File: config.mk
export PLATFORM = sky130hd
export DESIGN_NAME = uart_rx_char
export DESIGN_NICKNAME = d
export VERILOG_FILES = /design/src/rtl/uart_rx_char.sv
export SDC_FILE = /design/constraint.sdc
export NUM_CORES = 1
export LEC_CHECK = 0
export BUFFER_PORTS_ARGS = -buffer_cell sky130_fd_sc_hd__buf_2
export CAP_MARGIN = 20
export CORE_MARGIN = 4
export CORE_UTILIZATION = 50
export CTS_BUF_LIST = sky130_fd_sc_hd__clkbuf_16
export CTS_CLUSTER_DIAMETER = 150
export DETAILED_ROUTE_END_ITERATION = 16
export GPL_TIMING_DRIVEN = 1
export HOLD_SLACK_MARGIN = 0.12
export PLACE_DENSITY = 0.73
export RECOVER_POWER = 100
export SYNTH_ARGS = -nofsm -noshare
export SYNTH_HDL_FRONTEND = slang
export SYNTH_SLANG_ARGS = --single-unit
File: constraint.sdc
create_clock -name clk -period 2.9 [get_ports clk]
set_input_delay 0.435 -clock clk [delete_from_list [all_inputs] [get_ports clk]]
set_output_delay 0.435 -clock clk [all_outputs]
set_load 0.005 [all_outputs]
File: src/rtl/uart_rx_char.sv
// 8N1 UART receiver, 16x oversampling, mid-bit sampling; emits a byte with a one-clock strobe.
// Optional macro UART_RX_PARITY_EN: 8E1 frames with a parity_err strobe.
module uart_rx_char #(
  parameter int CLK_FREQ   = 100000000,
  parameter int BAUD       = 9600,
  parameter int OVERSAMPLE = 16
) (
  input  logic       clk,
  input  logic       reset,
  input  logic       rx,
  output logic [7:0] char,
  output logic       en,
  output logic       framing_err,
  output logic       parity_err,
  output logic       busy
);

  localparam int DIV = CLK_FREQ / (BAUD * OVERSAMPLE);
  localparam int TW  = (DIV > 1) ? $clog2(DIV) : 1;
  localparam logic [TW-1:0] TICK_LAST = TW'(DIV - 1);
  localparam logic [3:0]    S_LAST    = 4'(OVERSAMPLE - 1);
  localparam logic [3:0]    S_MID     = 4'(OVERSAMPLE / 2 - 1);

  typedef enum logic [2:0] {
    IDLE, START, DATA, STOP, BRK
`ifdef UART_RX_PARITY_EN
    , PARITY
`endif
  } state_t;

  state_t          state_reg, state_next;
  logic            rx_meta_reg, rx_sync_reg;
  logic [TW-1:0]   tcnt_reg;
  logic            tick;
  logic [3:0]      s_reg, s_next;
  logic [2:0]      n_reg, n_next;
  logic [7:0]      shift_reg, shift_next;
  logic [7:0]      char_reg, char_next;
  logic            en_reg, en_next;
  logic            fe_reg, fe_next;
`ifdef UART_RX_PARITY_EN
  logic            pe_reg, pe_next;
  logic            pflag_reg, pflag_next;
`endif

  assign tick = (tcnt_reg == TICK_LAST);

  // Synchronizer and free-running tick divider
  always_ff @(posedge clk or negedge reset) begin
    if (!reset) begin
      rx_meta_reg <= 1'b1;
      rx_sync_reg <= 1'b1;
      tcnt_reg    <= '0;
    end else begin
      rx_meta_reg <= rx;
      rx_sync_reg <= rx_meta_reg;
      tcnt_reg    <= tick ? '0 : tcnt_reg + 1'b1;
    end
  end

  always_ff @(posedge clk or negedge reset) begin
    if (!reset) begin
      state_reg <= IDLE;
      s_reg     <= '0;
      n_reg     <= '0;
      shift_reg <= '0;
      char_reg  <= '0;
      en_reg    <= 1'b0;
      fe_reg    <= 1'b0;
`ifdef UART_RX_PARITY_EN
      pe_reg    <= 1'b0;
      pflag_reg <= 1'b0;
`endif
    end else begin
      state_reg <= state_next;
      s_reg     <= s_next;
      n_reg     <= n_next;
      shift_reg <= shift_next;
      char_reg  <= char_next;
      en_reg    <= en_next;
      fe_reg    <= fe_next;
`ifdef UART_RX_PARITY_EN
      pe_reg    <= pe_next;
      pflag_reg <= pflag_next;
`endif
    end
  end

  always_comb begin
    state_next = state_reg;
    s_next     = s_reg;
    n_next     = n_reg;
    shift_next = shift_reg;
    char_next  = char_reg;
    en_next    = 1'b0;
    fe_next    = 1'b0;
`ifdef UART_RX_PARITY_EN
    pe_next    = 1'b0;
    pflag_next = pflag_reg;
`endif
    if (tick) begin
      case (state_reg)
        IDLE: begin
          if (!rx_sync_reg) begin
            state_next = START;
            s_next     = '0;
`ifdef UART_RX_PARITY_EN
            pflag_next = 1'b0;
`endif
          end
        end
        START: begin
          // Mid start bit: a high line here means the falling edge was a glitch
          if (s_reg == S_MID) begin
            if (!rx_sync_reg) begin
              state_next = DATA;
              s_next     = '0;
              n_next     = '0;
            end else begin
              state_next = IDLE;
            end
          end else begin
            s_next = s_reg + 4'd1;
          end
        end
        DATA: begin
          if (s_reg == S_LAST) begin
            shift_next = {rx_sync_reg, shift_reg[7:1]};
            s_next     = '0;
            if (n_reg == 3'd7) begin
`ifdef UART_RX_PARITY_EN
              state_next = PARITY;
`else
              state_next = STOP;
`endif
            end else begin
              n_next = n_reg + 3'd1;
            end
          end else begin
            s_next = s_reg + 4'd1;
          end
        end
`ifdef UART_RX_PARITY_EN
        PARITY: begin
          if (s_reg == S_LAST) begin
            pflag_next = rx_sync_reg ^ (^shift_reg);
            s_next     = '0;
            state_next = STOP;
          end else begin
            s_next = s_reg + 4'd1;
          end
        end
`endif
        STOP: begin
          // Leaving at mid-stop gives half a bit of margin before a back-to-back start
          if (s_reg == S_LAST) begin
            if (rx_sync_reg) begin
              state_next = IDLE;
`ifdef UART_RX_PARITY_EN
              if (pflag_reg) begin
                pe_next = 1'b1;
              end else begin
                en_next   = 1'b1;
                char_next = shift_reg;
              end
`else
              en_next   = 1'b1;
              char_next = shift_reg;
`endif
            end else begin
              fe_next    = 1'b1;
              state_next = BRK;
            end
          end else begin
            s_next = s_reg + 4'd1;
          end
        end
        BRK: begin
          if (rx_sync_reg) state_next = IDLE;
        end
        default: state_next = IDLE;
      endcase
    end
  end

  assign char        = char_reg;
  assign en          = en_reg;
  assign framing_err = fe_reg;
`ifdef UART_RX_PARITY_EN
  assign parity_err  = pe_reg;
`else
  assign parity_err  = 1'b0;
`endif
  assign busy        = (state_reg != IDLE);

endmodule

==> summary.md <==
| Metric | Value |
|---|---|
| Worst-path clk slew | `0.05 ns` |
| Cells after Synth | `166` |
| Routed vias | `1,244` |
| Hold Buf Count CTS | `0` |
| Setup TNS | `0 ns` |
| Async set-or-reset flop fraction in the synthesized netlist | `100%` |
| First-pass GRT wire length | `5.95 mm` |
| Max FFs per register | `10` |
| CTS-repair resized insts | `0` |
| Iteration-0 DRC Markers | `72` |
| Setup slack after layout | `0.240 ns` |
| Total leakage power | `1.03 nW` |
| Final worst path period need | `2.66 ns` |
| FF/Latch Area | `1000 um2` |
| Core Box Area | `3690 um2` |
| Comb power frac | `1.3%` |
| Unrepaired setup endpoints after global routing | `false` |
| Post-synth cell types | `40` |
| Final hold viol count | `0` |
| Slew Viols, Final | `41` |
| Fin crit share | `91.7%` |
| HPWL after detailed placement | `2.34 mm` |
| Post-synth EDFFs | `0` |
| Pre-CTS setup slack | `0.283 ns` |
| Mapped Area | `1930 um2` |
| Post-synth top area share | `49.3%` |
| Root Driver | `clkbuf_16` |
| GR Util All Layers | `15.1%` |
| CP Class | `flip-flop to flip-flop` |
| Failing checks | `max-capacitance violations, max-slew violations` |
| Clk pwr share | `46.5%` |
| Post-DRT Antenna Nets | `0` |
| Total Power | `0.00108 W` |
| Die Y | `70.1 um` |
| Syn Area/Cell | `11.6 um2` |
| Peak supply drop | `0.388 mV` |
| Synth area leaders | `dfrtp_1 49%, mux2_2 11%, ha_1 3.2%, dfstp_2 2.7%, nor2_1 2.7%` |
| Post-synthesis sequential area ratio | `52.0%` |
| Starting density of the core | `52.3%` |
| Max clock buf depth | `2` |
| Sequential power share | `52.2%` |
| Fmax | `376 MHz` |
| Post-Route Utilization | `57.5%` |
| # fillers | `316` |
| Final layout net count | `189` |
| Port Buffers | `13` |
| CP Capture Type | `flip-flop` |
| Io pins | `15` |
| Die width | `70.1 um` |
| Vias in the first global route | `1,267` |
| Drt pass-1 iters | `4` |
| Max_cap viols | `1` |
| Worst Tran Pin Value | `2.11 ns` |
| Syn-to-layout area delta | `9.99%` |
| Final wirelength | `3.32 mm` |
| Critical path arrival | `2.81 ns` |
| Clock Skew | `0.00296 ns` |
| Multi-input logic area | `845 um2` |
| Critical Path Source Type | `flip-flop` |
| Synth Register Bits | `40` |
| Skew-Pair Late Insertion Delay | `0.28 ns` |
| Status | `finished, violations left` |
| Largest net degree at the start of global routing | `41` |
| P_int | `0.000870 W` |
| Final Setup Violations | `0` |
| Area after DPL | `2030 um2` |
| Ys flop type | `dfrtp_1` |
| Placer congestion estimate | `0.861` |
| Ratio of cells with drive above 1 in the final layout | `19.9%` |
| Clock H-tree levels | `2` |
| GR Overflow Total | `0` |
| CP required | `3.05 ns` |
| Net Sw Frac | `19.2%` |
| Core Rows | `22` |
| Die ar. | `4910 um2` |
| Crit path max fanout | `11` |
| Post-route cell area | `2120 um2` |
| Clock sinks | `40` |
| PwrDens | `508 nW/um2` |
| Initial antenna violation count | `0` |
| Drt wl/cell | `14.5 um` |
| DR vias/cell | `5.43` |
| DRC viols | `0` |
| Psw | `0.000207 W` |
| Cts bufs inserted | `5` |
| Synthesis Warnings | `0` |
| Post-CTS setup buffers | `0` |
| Slew margin rel. | `-40.6%` |
| CTS tree | `done` |
| Min-Delay Path Class | `input port to flip-flop` |
| Antenna Cells | `0` |
| Synth Net Count | `174` |
| Cell taking the most area after synthesis | `dfrtp_1` |
-- cell type report --
class | instances | share of cell area [%]
well taps | 48 | 2.83
clock buffers | 5 | 5.90
inverters | 3 | 0.531
repair buffers | 15 | 3.24
clock inverters | 2 | 0.354
flip-flops and latches | 40 | 47.3
multi-input cells | 116 | 39.8
-- worst max-delay path: stages, from the launching register on --
cell and delay [ns]:
dfrtp_1 0.41, or4b_1 0.57, or4_4 0.58, nor4_1 0.58, mux2_1 0.40
-- routing by layer --
metal	global-route usage [%]	vias to the layer above	part of all wire, %
met5	0	-	0
met4	6.38	0	0.96
met3	2.73	5	4.1
met2	23.9	27	49
met1	20.4	593	46
li1	-	619	-
-- cells by family (layout without fill, tap and decap cells) --
group / count (synthesis) / in the layout / share of synthesized area (%)
multiplexers: 21 / 21 / 12.2
AO/OA/AOI/OAI: 14 / 14 / 5.19
other: 1 / 1 / 0.194
buffers and inverters: 10 / 25 / 2.53
flip-flops: 40 / 40 / 52.0
XOR/XNOR: 9 / 9 / 4.09
AND/OR/NAND/NOR: 66 / 66 / 20.5
adder cells (fa/ha/maj): 5 / 5 / 3.24
-- metrics by stage --
step | hold slack [ns] | std cells
floorplan | 0.139 | 166
global placement | 0.348 | 222
detailed placement | 0.350 | 222
CTS | 0.252 | 229
global route | 0.256 | 229
finish | 0.258 | 229
-- final timing paths --
kind	start	endpoint	slack (ns)	depth (start not counted)
min in group asynchronous	reset	s_reg[2]	0.77	1
worst max-delay path	tcnt_reg[5]	n_reg[2]	0.24	4
worst max register to register	tcnt_reg[5]	n_reg[2]	0.24	4
max in group asynchronous	reset	tcnt_reg[0]	0.93	1
worst min-delay path	rx	rx_meta_reg	0.26	1
worst min register to register	rx_meta_reg	rx_sync_reg	0.36	0
-- Yosys cell counts (2+ instances only) --
master     n
a211o_1    2
a21oi_1    2
and3_1     3
clkbuf_1   5
dfrtp_1   38
dfstp_2    2
ha_1       5
inv_1      3
mux2_2    19
nand2_1   12
nand2b_1   5
nand3_1    7
nand4b_1   3
nor2_1    14
nor2b_1    2
nor3_1     2
nor4_1     4
nor4_2     2
nor4b_1    2
o21ai_0    4
o41ai_1    2
or2_2      3
xnor2_1    5
xor2_1     4
-- cell usage in the layout, fill, tap and decap left out, drive strengths merged, types with 3 or more instances in the layout --
| cell type | synthesis | routed |
|---|---|---|
| or2 | 3 | 3 |
| nand3 | 7 | 7 |
| and3 | 3 | 3 |
| nor4b | 3 | 3 |
| nor4 | 6 | 6 |
| xnor2 | 5 | 5 |
| ha | 5 | 5 |
| inv | 3 | 3 |
| nand4b | 3 | 3 |
| dfrtp | 38 | 38 |
| nand2b | 5 | 5 |
| buf | 2 | 8 |
| mux2 | 20 | 20 |
| xor2 | 4 | 4 |
| nor2 | 14 | 14 |
| nand2 | 12 | 12 |
| o21ai | 4 | 4 |
| clkbuf | 5 | 12 |
-- power groups by stage --
stage / sequential (W) / combinational (W) / clock [W]
after CTS: 0.000562 / 0.0000155 / 0.000514
final: 0.000563 / 0.0000139 / 0.000501
after global placement: 0.000572 / 0.0000148 / 0
after global routing: 0.000562 / 0.0000167 / 0.000539
after floorplan: 0.000572 / 0.00000367 / 0
after detailed placement: 0.000572 / 0.0000153 / 0
Power figures use the tool's default switching activity.
